### src/rtl/datapath_bus_sequencer.sv
// Multicycle sequencer sharing one memory bus between instruction fetch and load/store.
// Optional BUS_TIMEOUT_EN adds a per-state handshake timeout that sets bus_error and halts.
module datapath_bus_sequencer #(
    parameter logic [31:0] INITIAL_INST = 32'h0000_0013
`ifdef BUS_TIMEOUT_EN
    , parameter int TIMEOUT_CYCLES = 255
`endif
) (
    input  logic        clock,
    input  logic        reset,
    input  logic [31:0] pc,
    input  logic [31:0] data_mem_address,
    input  logic [31:0] data_mem_write_data,
    input  logic        ctl_regfile_write_enable,
    input  logic        ctl_data_mem_read_enable,
    input  logic        ctl_data_mem_write_enable,
    input  logic [2:0]  ctl_data_mem_format,
    output logic [31:0] inst,
    output logic [31:0] data_mem_read_data,
    output logic        pc_write_enable,
    output logic        regfile_write_enable,
    output logic        bus_req_valid,
    input  logic        bus_req_ready,
    output logic        bus_req_write,
    output logic [31:0] bus_req_addr,
    output logic [31:0] bus_req_wdata,
    output logic [3:0]  bus_req_byte_en,
    input  logic        bus_resp_valid,
    input  logic [31:0] bus_resp_data,
    output logic        bus_error,
    output logic [31:0] instret
);

    typedef enum logic [2:0] {
        FETCH_REQ,
        FETCH_RESP,
        EXECUTE,
        DATA_REQ,
        DATA_RESP,
        COMMIT
`ifdef BUS_TIMEOUT_EN
        , HALT
`endif
    } state_t;

    state_t state, state_n;
    logic   commit;
    logic   mem_op, is_store, is_load;
    logic [31:0] data_addr, data_wdata;
    logic [3:0]  data_be;
    logic        unused_bits;

    // pc[1:0] is always dropped; format[2] only selects sign extension downstream
    assign unused_bits = ^{pc[1:0], ctl_data_mem_format[2]};

    assign mem_op   = ctl_data_mem_read_enable | ctl_data_mem_write_enable;
    assign is_store = ctl_data_mem_write_enable;
    assign is_load  = ctl_data_mem_read_enable & ~ctl_data_mem_write_enable;

    // Misaligned halfword/word accesses are silently force-aligned
    always_comb begin
        data_addr  = {data_mem_address[31:2], 2'b00};
        data_be    = 4'hF;
        data_wdata = data_mem_write_data;
        case (ctl_data_mem_format[1:0])
            2'b00: begin
                data_addr  = data_mem_address;
                data_wdata = {4{data_mem_write_data[7:0]}};
                if (is_store) data_be = 4'b0001 << data_mem_address[1:0];
            end
            2'b01: begin
                data_addr  = {data_mem_address[31:1], 1'b0};
                data_wdata = {2{data_mem_write_data[15:0]}};
                if (is_store) data_be = 4'b0011 << {data_mem_address[1], 1'b0};
            end
            default: ;
        endcase
    end

`ifdef BUS_TIMEOUT_EN
    localparam int CW = ($clog2(TIMEOUT_CYCLES) > 8) ? $clog2(TIMEOUT_CYCLES) : 8;
    localparam logic [CW-1:0] TMO_LAST = CW'(TIMEOUT_CYCLES - 1);

    logic [CW-1:0] tmo_cnt;
    logic          bus_state;
    logic          err;

    assign bus_state = (state == FETCH_REQ) || (state == FETCH_RESP) ||
                       (state == DATA_REQ)  || (state == DATA_RESP);
`endif

    always_comb begin
        state_n         = state;
        bus_req_valid   = 1'b0;
        bus_req_write   = 1'b0;
        bus_req_addr    = 32'h0;
        bus_req_wdata   = 32'h0;
        bus_req_byte_en = 4'h0;
        commit          = 1'b0;
        case (state)
            FETCH_REQ: begin
                bus_req_valid   = 1'b1;
                bus_req_addr    = {pc[31:2], 2'b00};
                bus_req_byte_en = 4'hF;
                if (bus_req_ready) state_n = FETCH_RESP;
            end
            FETCH_RESP: if (bus_resp_valid) state_n = EXECUTE;
            EXECUTE: begin
                if (mem_op) begin
                    state_n = DATA_REQ;
                end else begin
                    commit  = 1'b1;
                    state_n = FETCH_REQ;
                end
            end
            DATA_REQ: begin
                bus_req_valid   = 1'b1;
                bus_req_write   = is_store;
                bus_req_addr    = data_addr;
                bus_req_byte_en = data_be;
                bus_req_wdata   = data_wdata;
                if (bus_req_ready) state_n = DATA_RESP;
            end
            DATA_RESP: if (bus_resp_valid) state_n = COMMIT;
            COMMIT: begin
                commit  = 1'b1;
                state_n = FETCH_REQ;
            end
`ifdef BUS_TIMEOUT_EN
            HALT: state_n = HALT;
`endif
            default: state_n = FETCH_REQ;
        endcase
`ifdef BUS_TIMEOUT_EN
        if (bus_state && (tmo_cnt == TMO_LAST) && (state_n == state)) state_n = HALT;
`endif
        // Nothing reaches the bus or the datapath while reset is held
        if (!reset) begin
            bus_req_valid   = 1'b0;
            bus_req_write   = 1'b0;
            bus_req_addr    = 32'h0;
            bus_req_wdata   = 32'h0;
            bus_req_byte_en = 4'h0;
            commit          = 1'b0;
        end
    end

    assign pc_write_enable      = commit;
    assign regfile_write_enable = commit & ctl_regfile_write_enable;

    always_ff @(posedge clock) begin
        if (!reset) begin
            state              <= FETCH_REQ;
            inst               <= INITIAL_INST;
            data_mem_read_data <= 32'h0;
            instret            <= 32'h0;
        end else begin
            state <= state_n;
            if (state == FETCH_RESP && bus_resp_valid) inst <= bus_resp_data;
            if (state == DATA_RESP && bus_resp_valid && is_load) data_mem_read_data <= bus_resp_data;
            if (commit) instret <= instret + 32'd1;
        end
    end

`ifdef BUS_TIMEOUT_EN
    always_ff @(posedge clock) begin
        if (!reset) begin
            tmo_cnt <= '0;
            err     <= 1'b0;
        end else begin
            if (state_n != state) tmo_cnt <= '0;
            else if (bus_state)   tmo_cnt <= tmo_cnt + 1'b1;
            if (state_n == HALT && state != HALT) err <= 1'b1;
        end
    end

    assign bus_error = err;
`else
    assign bus_error = 1'b0;
`endif

endmodule

### config.mk
export PLATFORM = sky130hd
export DESIGN_NAME = datapath_bus_sequencer
export DESIGN_NICKNAME = d
export VERILOG_FILES = /design/src/rtl/datapath_bus_sequencer.sv
export SDC_FILE = /design/constraint.sdc
export NUM_CORES = 1
export LEC_CHECK = 0
export CORE_AREA = 3 3 119 121
export CTS_CLUSTER_DIAMETER = 40
export DETAILED_ROUTE_END_ITERATION = 12
export DIE_AREA = 0 0 122 124
export GPL_ROUTABILITY_DRIVEN = 0
export GPL_TIMING_DRIVEN = 0
export PLACE_DENSITY_LB_ADDON = 0.15
export SLEW_MARGIN = 25
export SYNTH_ARGS = -nofsm -noshare
export SYNTH_HDL_FRONTEND = slang
export SYNTH_SLANG_ARGS = --single-unit
### constraint.sdc
create_clock -name clock -period 4.08 [get_ports clock]
set_input_delay 1.224 -clock clock [delete_from_list [all_inputs] [get_ports clock]]
set_output_delay 1.224 -clock clock [all_outputs]
set_load 0.02 [all_outputs]
==> results.sh <==
export IMPL_status="finished clean"
export IMPL_vias=6147
export IMPL_portBuffers=301
export IMPL_clk_pin_slew_ns=0.07
export IMPL_drive_gt1_share_pct=5.95
export IMPL_synth_area_top_cells="dfxtp_1 (39%), nand2_1 (12%), a21oi_1 (10%), mux2i_1 (5.3%), a22o_1 (5.1%)"
export IMPL_slowest_stage="clkdlybuf4s50_1"
export IMPL_p_leak_nw=3.26
export IMPL_cap_violations=0
export IMPL_synth_top_cell_area_share_pct=38.8
export IMPL_tightest_slew_ns=0.583
export IMPL_grt_usage_pct=25.6
export IMPL_cts_made_buffers=9
export IMPL_power_share_clock_pct=35.7
export IMPL_fin_crit_sh_pct=97.9
export IMPL_grt_pass1_vias=5702
export IMPL_hold_path_class="flop to flop"
export IMPL_setup_violations_final=0
export IMPL_synthToLayoutAreaGrowth_pct=69.9
export IMPL_drt_total_wl_um=20300
export IMPL_cp_max_fo=9
export IMPL_ys_warn_count=0
export IMPL_criticalPathCategory="input pin to output pin"
export IMPL_synthArstFlopShare_pct=0
export IMPL_grt_ovfl_total=0
export IMPL_slew_violations=0
export IMPL_yosys_register_bits=99
export IMPL_layout_min_cycle_time_ns=3.99
export IMPL_n_antenna_cell=0
export IMPL_seq_area_frac_synth_pct=38.8
export IMPL_cp_arrival_ns=2.77
export IMPL_via_per_inst=5.26
export IMPL_fin_hold_ws_ns=0.455
export IMPL_first_pass_iters=4
export IMPL_hold_viol=0
export IMPL_yosysMostFrequentCell="nand2_1"
export IMPL_power_mw=2.44
export IMPL_cts_sinks=99
export IMPL_fin_worst_skew_ns=0.00713
export IMPL_power_density_mw_per_mm2=281
export IMPL_synthesis_area_mm2=0.00511
export IMPL_grt_max_degree=20
export IMPL_postCtsHoldBufs=0
export IMPL_setup_tns_final_ns=0
export IMPL_busiest_layer="met2"
export IMPL_ys_flop_type="dfxtp_1"
export IMPL_power_frac_comb_pct=23.2
export IMPL_initial_core_util_pct=38.7
export IMPL_critPathLaunch="reset"
export IMPL_syn_inst=674
export IMPL_cts_max_level=3
export IMPL_cts_tree="yes"
export IMPL_coreArea_mm2=0.0132
export IMPL_path_cells="clkdlybuf4s15_2 -> nand2b_1 -> or3_1 -> inv_1 -> clkdlybuf4s50_1"
export IMPL_p_switching_mw=0.690
export IMPL_die_h_um=124
export IMPL_reg2reg_from="instret[0]"
export IMPL_cts_max_path_buffers=2
export IMPL_fin_ws_ns=0.0864
export IMPL_power_switching_share_pct=28.3
export IMPL_slowest_delay_ns=0.60
export IMPL_clockRootBuffer="clkbuf_16"
export IMPL_vdd_drop_max_mv=0.338
export IMPL_grt_use_met2_pct=42.5
export IMPL_grt_use_met1_pct=31.1
export IMPL_grt_antenna_before_repair=0
export IMPL_fp_dieW_um=122
export IMPL_antenna_left=0
export IMPL_start_kind="input pin"
export IMPL_synth_edf_count=0
export IMPL_drtIter0Drc=463
export IMPL_use_met3_pct=11.3
export IMPL_synth_cell_types=49
export IMPL_post_drt_wl_per_cell_um=17.4
export IMPL_place_ws_ns=-0.824
export IMPL_fin_nets=1126
export IMPL_synth_top_cell_by_area="dfxtp_1"
export IMPL_drc=0
export IMPL_grt_pass1_wl_um=30500
export IMPL_power_internal_mw=1.75
export IMPL_syn_area_per_cell_um2=7.58
export IMPL_hpwl_um=15800
export IMPL_slew_headroom_pct=61.1
export IMPL_num_rows=42
export IMPL_pwr_share_seq_pct=41.1
export IMPL_worstSetupEndpointType="output pin"
export IMPL_n_fill_cell=1196
export IMPL_crit_required_ns=2.86
export IMPL_syn_num_nets=813
export IMPL_hold_start="inst[6]"
export IMPL_clk_latency_ns=0.34
export IMPL_dieArea_mm2=0.0151
export IMPL_fmax_mhz=250
export IMPL_multi_input_area_mm2=0.00293
export IMPL_seqCellArea_mm2=0.00198
export IMPL_utilization_pct=65.8
export IMPL_synthTopCellsByCount="nand2_1 (165), a21oi_1 (102), dfxtp_1 (99)"
export IMPL_ios=307
==> cell families after synthesis <==
logic type,count (synthesis),share of synthesized area [%]
xor+xnor,1,0.172
mux,28,5.51
compound gates,173,21.0
fa+ha+maj,1,0.245
other cells,1,0.0734
simple gates,312,29.6
buf+inv,59,4.65
flops,99,38.8
==> what timing repair did <==
| action | 4_1_cts | 5_1_grt |
|---|---|---|
| buffers inserted | 1 | 1 |
| pin swaps | 1 | 3 |
| resized for setup | 80 | 21 |
| cloned | 0 | 0 |
| endpoints found under the setup margin | 72 | 25 |
==> path summary, 6_finish.rpt <==
kind / to / slack, ns / depth (start not counted)
max reg2reg: instret[22] / 1.95 / 6
max: bus_req_valid / 0.09 / 5
min reg2reg: inst[6] / 0.45 / 2
min: inst[6] / 0.45 / 2
==> per-stage QoR <==
step / std cells / instance area, um2
6_report: 1168 / 8680
5_1_grt: 1168 / 8680
4_1_cts: 1167 / 8650
3_5_place_dp: 1151 / 8340
3_3_place_gp: 1151 / 8340
2_1_floorplan: 674 / 5110
==> power groups by stage <==
stage	sequential [mW]	combinational (mW)	clock, mW
global route	1.01	0.607	0.921
finish	1.00	0.566	0.870
detailed placement	1.03	0.583	0
floorplan	1.05	0.237	0
global placement	1.03	0.581	0
CTS	1.00	0.566	0.883
==> final cells by class <==
cell class	count	area share, %
repair buffers	303	34.2
multi-input cells	516	33.7
flip-flops and latches	99	22.8
plain buffers	51	2.88
clock buffers	10	2.64
well taps	176	2.54
clock inverters	6	0.851
inverters	7	0.303
==> flip-flops by register name, summed over array words and instances, names as in the netlist <==
signal and flops:
instret 32, inst 32, data_mem_read_data 32, state 3
==> cell usage in the layout (no fill, tap or decap), types with 4 or more instances in the layout <==
| cell | synthesis | final |
|---|---|---|
| inv_1 | 6 | 6 |
| dlygate4sd2_1 | 0 | 45 |
| mux2i_1 | 27 | 27 |
| nor2b_1 | 4 | 4 |
| or4_1 | 12 | 12 |
| o21ai_0 | 12 | 12 |
| clkbuf_1 | 40 | 27 |
| nor4_1 | 11 | 11 |
| buf_2 | 10 | 10 |
| and3_1 | 16 | 16 |
| nor2_1 | 30 | 29 |
| a21oi_1 | 102 | 101 |
| o31ai_1 | 12 | 12 |
| clkbuf_2 | 0 | 6 |
| clkdlybuf4s50_1 | 0 | 248 |
| clkbuf_4 | 0 | 8 |
| a22o_1 | 30 | 30 |
| nand2b_1 | 15 | 15 |
| or3_1 | 5 | 5 |
| and4_1 | 9 | 9 |
| nand2_1 | 165 | 164 |
| nand3_1 | 15 | 15 |
| clkbuf_16 | 0 | 9 |
| dfxtp_1 | 99 | 99 |
| o41ai_1 | 4 | 4 |
| nand4_1 | 11 | 11 |
==> per-layer routing <==
metal,part of all wire (%),up-vias
met5,0,-
met4,0.98,0
met3,10,18
met2,49,206
met1,40,2893
li1,-,3030
==> critical path, delay by kind of cell <==
family                 cells  cell delay [ns]
AND/OR/NAND/NOR            2             0.53
buffers and inverters      3             1.01
(Power assumes the default switching activity.)
